<file path="config.mk">
export PLATFORM = sky130hd
export DESIGN_NAME = alu_iter
export DESIGN_NICKNAME = d
export VERILOG_FILES = /design/src/rtl/alu_iter.sv
export SDC_FILE = /design/constraint.sdc
export NUM_CORES = 1
export LEC_CHECK = 0
export ABC_AREA = 1
export CORE_UTILIZATION = 50
export CTS_BUF_LIST = sky130_fd_sc_hd__clkbuf_16
export DETAILED_ROUTE_END_ITERATION = 8
export PLACE_DENSITY = 0.75
export RECOVER_POWER = 50
export REMOVE_ABC_BUFFERS = 1
export SLEW_MARGIN = 30
export SYNTH_ARGS = -nofsm -noshare
export SYNTH_HDL_FRONTEND = slang
export SYNTH_SLANG_ARGS = --single-unit
</file>
<file path="constraint.sdc">
create_clock -name clk -period 9.2 [get_ports clk]
set_input_delay 1.38 -clock clk [delete_from_list [all_inputs] [get_ports clk]]
set_output_delay 1.38 -clock clk [all_outputs]
set_load 0.01 [all_outputs]
</file>
<file path="src/rtl/alu_iter.sv">
// alu_iter: registered integer ALU with one-cycle result and flags.
// Define ALU_ITER_MULDIV_EN to add iterative unsigned MULU/DIVU behind a BUSY state.
module alu_iter #(
  parameter int WIDTH = 32,
  parameter int CNT_W = $clog2(WIDTH) + 1
) (
  input  logic             clk,
  input  logic             rst,
  input  logic             in_valid,
  output logic             in_ready,
  input  logic             alu_src,
  input  logic [3:0]       alu_op,
  input  logic [WIDTH-1:0] rs_in,
  input  logic [WIDTH-1:0] rt_in,
  input  logic [WIDTH-1:0] imm_in,
  output logic             out_valid,
  output logic [WIDTH-1:0] result,
  output logic [WIDTH-1:0] hi,
  output logic             zero,
  output logic             overflow,
  output logic             condition,
  output logic             div0,
  output logic             illegal
);

  localparam logic [3:0] OP_ADD   = 4'b0000;
  localparam logic [3:0] OP_SUB   = 4'b0001;
  localparam logic [3:0] OP_OR    = 4'b0010;
  localparam logic [3:0] OP_AND   = 4'b0011;
  localparam logic [3:0] OP_SLT   = 4'b0100;
  localparam logic [3:0] OP_ADDV  = 4'b0101;
  localparam logic [3:0] OP_PASSB = 4'b0110;
  localparam logic [3:0] OP_GTZ   = 4'b0111;
`ifdef ALU_ITER_MULDIV_EN
  localparam logic [3:0] OP_MULU  = 4'b1000;
  localparam logic [3:0] OP_DIVU  = 4'b1001;
`endif

  logic [WIDTH-1:0] op_a, op_b, sum, s_res;
  logic             s_ovf, s_cond, s_div0, s_ill, s_lt, accept;

  assign op_a = rs_in;
  assign op_b = alu_src ? imm_in : rt_in;
  assign sum  = op_a + op_b;
  assign s_lt = $signed(op_a) < $signed(op_b);

`ifdef ALU_ITER_MULDIV_EN
  typedef enum logic {IDLE, BUSY} state_t;

  state_t           state;
  logic [CNT_W-1:0] cnt;
  logic [WIDTH-1:0] acc_hi, acc_lo, div_b, nxt_hi, nxt_lo, hi_q, s_hi, diff;
  logic [WIDTH:0]   mul_sum, shifted;
  logic             is_div, start_iter, ge;

  assign in_ready   = (state == IDLE);
  assign hi         = hi_q;
  assign start_iter = (alu_op == OP_MULU) || ((alu_op == OP_DIVU) && (op_b != '0));

  // One shift-add multiply step or one restoring-divide step on {acc_hi, acc_lo}.
  // The partial remainder is always below the divisor, so the subtraction fits in WIDTH bits.
  always_comb begin
    mul_sum = {1'b0, acc_hi} + (acc_lo[0] ? {1'b0, div_b} : {(WIDTH+1){1'b0}});
    shifted = {acc_hi, acc_lo[WIDTH-1]};
    ge      = shifted >= {1'b0, div_b};
    diff    = shifted[WIDTH-1:0] - div_b;
    if (is_div) begin
      nxt_hi = ge ? diff : shifted[WIDTH-1:0];
      nxt_lo = {acc_lo[WIDTH-2:0], ge};
    end else begin
      nxt_hi = mul_sum[WIDTH:1];
      nxt_lo = {mul_sum[0], acc_lo[WIDTH-1:1]};
    end
  end
`else
  assign in_ready = 1'b1;
  assign hi       = '0;
`endif

  assign accept = in_valid & in_ready;

  always_comb begin
    s_res  = '0;
    s_ovf  = 1'b0;
    s_cond = 1'b0;
    s_div0 = 1'b0;
    s_ill  = 1'b0;
`ifdef ALU_ITER_MULDIV_EN
    s_hi   = '0;
`endif
    case (alu_op)
      OP_ADD:   s_res = sum;
      OP_SUB:   s_res = op_a - op_b;
      OP_OR:    s_res = op_a | op_b;
      OP_AND:   s_res = op_a & op_b;
      OP_SLT:   s_res = {{(WIDTH-1){1'b0}}, s_lt};
      OP_ADDV: begin
        s_res = sum;
        s_ovf = (op_a[WIDTH-1] == op_b[WIDTH-1]) && (sum[WIDTH-1] != op_a[WIDTH-1]);
      end
      OP_PASSB: s_res = op_b;
      OP_GTZ:   s_cond = ~op_a[WIDTH-1] & (op_a != '0);
`ifdef ALU_ITER_MULDIV_EN
      // Only the divide-by-zero case of DIVU completes in one cycle.
      OP_MULU:  s_res = '0;
      OP_DIVU: begin
        s_res  = '1;
        s_hi   = op_a;
        s_div0 = 1'b1;
      end
`endif
      default:  s_ill = 1'b1;
    endcase
  end

  always_ff @(posedge clk) begin
    if (rst) begin
      out_valid <= 1'b0;
      result    <= '0;
      zero      <= 1'b0;
      overflow  <= 1'b0;
      condition <= 1'b0;
      div0      <= 1'b0;
      illegal   <= 1'b0;
`ifdef ALU_ITER_MULDIV_EN
      state     <= IDLE;
      cnt       <= '0;
      acc_hi    <= '0;
      acc_lo    <= '0;
      div_b     <= '0;
      is_div    <= 1'b0;
      hi_q      <= '0;
`endif
    end else begin
      out_valid <= 1'b0;
`ifdef ALU_ITER_MULDIV_EN
      if (state == BUSY) begin
        acc_hi <= nxt_hi;
        acc_lo <= nxt_lo;
        cnt    <= cnt - CNT_W'(1);
        if (cnt == CNT_W'(1)) begin
          state     <= IDLE;
          out_valid <= 1'b1;
          result    <= nxt_lo;
          hi_q      <= nxt_hi;
          zero      <= (nxt_lo == '0);
          overflow  <= 1'b0;
          condition <= 1'b0;
          div0      <= 1'b0;
          illegal   <= 1'b0;
        end
      end else if (accept && start_iter) begin
        state  <= BUSY;
        cnt    <= CNT_W'(WIDTH);
        acc_hi <= '0;
        acc_lo <= op_a;
        div_b  <= op_b;
        is_div <= (alu_op == OP_DIVU);
      end else
`endif
      if (accept) begin
        out_valid <= 1'b1;
        result    <= s_res;
        zero      <= (s_res == '0);
        overflow  <= s_ovf;
        condition <= s_cond;
        div0      <= s_div0;
        illegal   <= s_ill;
`ifdef ALU_ITER_MULDIV_EN
        hi_q      <= s_hi;
`endif
      end
    end
  end

endmodule

</file>
==> key figures <==
Clocking
  • Root buffer selected by CTS: clkbuf_16
  • CTS H-tree lvls: 2
  • Clock Path Buffers: 2
  • Clock sink total: 37
  • Worst-Skew Late Latency: 280 ps
  • CTS Buf Count: 5
  • Post-CTS Resized: 0
  • Clock slew at reported path FFs: 60 ps
  • Post CTS Setup Buffer Count: 0
  • CTS Hold Bufs: 0
  • CTS tree: done

Placement
  • Port bufs: 140
  • DP Area: 10,400 um2
  • Routability cong.: 1.05
  • Dpl hpwl: 29,000 um

Outcome
  • Status: complete, no violations

Setup path
  • Classification of the worst setup path: in2reg
  • FF-to-FF Start: result[17]
  • Critical-path cell list: buf_2 > buf_4 > inv_2 > or2_2 > o21ai_2 > inv_1 > ha_1 > fa_1 > inv_1 > nand3_1 > nand3_1 > nand2_1 > nand2_1 > a21oi_1 > a21oi_2 > nand2_1 > nor2_1 > nand3_1 > nor2_1 > nand2_1 > a21oi_2
  • Worst path max stage delay: 470 ps
  • Slowest CP cell: buf_4
  • Largest fanout on the critical path: 36
  • Crit. End Element: register
  • Critical path arrival: 5510 ps
  • Register-to-Register Path Depth: 4
  • Worst reg2reg path endpoint: result[17]
  • Critical Path RT: 9400 ps
  • Startpoint Class: primary input
  • Slack of the worst reg-to-reg path: 8410 ps
  • Critical path's most frequent cell: nand2_1

Routing
  • Via count: 10,800
  • Initial DRT Pass Iterations: 8
  • Drt wl/cell: 17.2 um
  • Iteration-0 DRC Markers: 1,139
  • Total Wirelength: 34,700 um
  • Vias per cell: 5.34
  • Remaining DRCs: 0
  • Routed Antenna Nets: 0

STA
  • Actual slew at the worst max-slew pin: 887 ps
  • Fmax achieved: 188 MHz
  • Fin. Hold Viols: 0
  • Clock Skew: 0 ps
  • Final setup TNS: 0 ps
  • Slew margin rel.: 0.403
  • Final worst-path cycle share: 0.578
  • Final setup violation count: 0
  • Minimum clock period: 5310 ps
  • Pins Over Slew Limit: 0
  • RSZ-0062 raised after global routing: no

Finish
  • Design area: 10,500 um2
  • Share of layout cells above drive strength 1: 0.0411
  • Nets: 2,018
  • N_diodes: 0
  • Layout area overhead: 16.8%

Global routing
  • Total Routing Usage GR: 0.378
  • Number of global-route vias before repair: 9,956
  • Global-route wire length before repair: 53,200 um
  • Pin count of the biggest net entering global routing: 43
  • Grt total ovfl: 0
  • Initial antenna violation count: 0

Synthesis
  • Ys Warns: 0
  • Simple-Gate Fraction of Synth Area: 0.418
  • Adder-cell share of the synthesized area: 0.163
  • Gate Count Post-Synth: 1,690
  • Yosys reg bits: 37
  • Proportion of synthesized area in mux cells: 0
  • Avg Synthesized Cell Area: 5.34 um2
  • Syn Std Cell Area: 9020 um2
  • Synth Area in Compound Gates: 0.129
  • Register area share after synthesis: 0.0821
  • Area share of xor/xnor cells in the synthesized design: 0.00485
  • Number of distinct library cells after synthesis: 41
  • Largest family of logic cells by synthesized area: simple AND/OR/NAND/NOR gates

Hold path
  • Hold path start: illegal
  • Worst Hold End: illegal
  • Hold Path Depth: 2
  • Hold Crit Class: reg2reg

Floorplan
  • # IOs: 175
  • DIE AREA: 18,600 um2
  • Die Ht: 136 um
  • Die width: 136 um
  • Initial Util: 0.516
  • Row cnt: 48
  • Core area: 17,500 um2

Job
  • Max-Cap Viols: 0

Power
  • Max VDD drop: 0.000142 V
  • PwrDens: 94.6 nW/um2
  • Leakage power: 6.16 nW
worst max-delay path by stage:
stage               startpoint    to  slack [ps]  cells past startpoint
global route           alu_src  zero        3650                     23
finish                 alu_src  zero        3890                     21
CTS                    alu_src  zero        4030                     21
global placement       alu_src  zero        3780                     21
detailed placement     alu_src  zero        3760                     21
floorplan              alu_src  zero        5400                     21
cell type report:
class	count	area (um2)
timing repair buffer	144	1430
sequential	37	741
inverter	361	1360
fill	1845	6940
clock inverter	3	37.5
multi-input combinational	1249	6570
tap	225	282
clock buffer	5	125
power by group:
part           internal (mW)  switching, mW  total (mW)  leakage [nW]
logic                  0.210          0.422       0.632          5.77
registers              0.171        0.00495       0.176         0.305
clock network          0.126         0.0636       0.189        0.0826
per-stage QoR:
stage | hold slack, ps | setup WS (ps) | utilization | total power [mW] | cells
finish | 464 | 3890 | 0.603 | 0.997 | 2024
global route | 483 | 3650 | 0.603 | 1.07 | 2024
CTS | 470 | 4030 | 0.603 | 0.983 | 2024
detailed placement | 463 | 3760 | 0.594 | 0.793 | 2016
global placement | 447 | 3780 | 0.594 | 0.789 | 2016
floorplan | 480 | 5400 | - | 0.564 | 1647
cells in the mapped netlist, drive strengths merged:
| master | instances | share of area |
|---|---|---|
| a211oi | 1 | 0.00083 |
| a21oi | 78 | 0.045 |
| and2 | 2 | 0.0014 |
| and3 | 3 | 0.0021 |
| buf | 60 | 0.046 |
| clkbuf | 15 | 0.0064 |
| clkinv | 1 | 0.00042 |
| conb | 2 | 0.00083 |
| dfxtp | 37 | 0.082 |
| fa | 2 | 0.0044 |
| ha | 114 | 0.16 |
| inv | 360 | 0.15 |
| nand2 | 480 | 0.20 |
| nand3 | 151 | 0.085 |
| nand3b | 4 | 0.0033 |
| nand4 | 14 | 0.0097 |
| nor2 | 187 | 0.081 |
| nor3 | 19 | 0.011 |
| nor4 | 8 | 0.0055 |
| o211ai | 9 | 0.0075 |
| o21a | 1 | 0.00097 |
| o21ai | 76 | 0.050 |
| o21bai | 8 | 0.0067 |
| o22ai | 26 | 0.018 |
| or2 | 27 | 0.019 |
| xnor2 | 2 | 0.0019 |
| xor2 | 3 | 0.0029 |
routing by layer:
metal,vias to the layer above,global-route usage,share of wire
li1,5342,-,-
met1,4801,0.499,0.43
met2,595,0.601,0.43
met3,68,0.0790,0.11
met4,0,0.133,0.032
met5,-,0,0
flip-flops by register name, indices dropped and copies added, names as in the netlist:
name,count
condition,1
overflow,1
out_valid,1
result,32
zero,1
illegal,1
critical path: cells and delay by family:
kind            cells  cell delay [ps]
simple gates       10             1640
buf+inv             5             1120
fa+ha+maj           2              680
compound gates      4              640
cells by family after synthesis:
| logic type | Yosys count |
|---|---|
| flip-flops | 37 |
| AND/OR/NAND/NOR | 895 |
| adder cells (fa/ha/maj) | 116 |
| other | 2 |
| XOR/XNOR | 5 |
| buffers and inverters | 436 |
| AO/OA/AOI/OAI | 199 |
cell usage in the layout, fill, tap and decap left out, types with 9 or more instances in the layout:
cell,n
nor2_2,11
ha_1,114
nand4_1,14
o211ai_1,9
dfxtp_1,37
conb_1,34
nor3_1,18
inv_2,14
nor2_1,176
o21ai_0,44
or2_1,14
nand3_1,149
dlygate4sd3_1,37
a21oi_1,75
o22ai_1,26
nand2_1,476
inv_1,347
clkdlybuf4s50_1,102
o21ai_2,19
o21ai_1,13
Note: power is estimated with default switching activity, not from simulation.
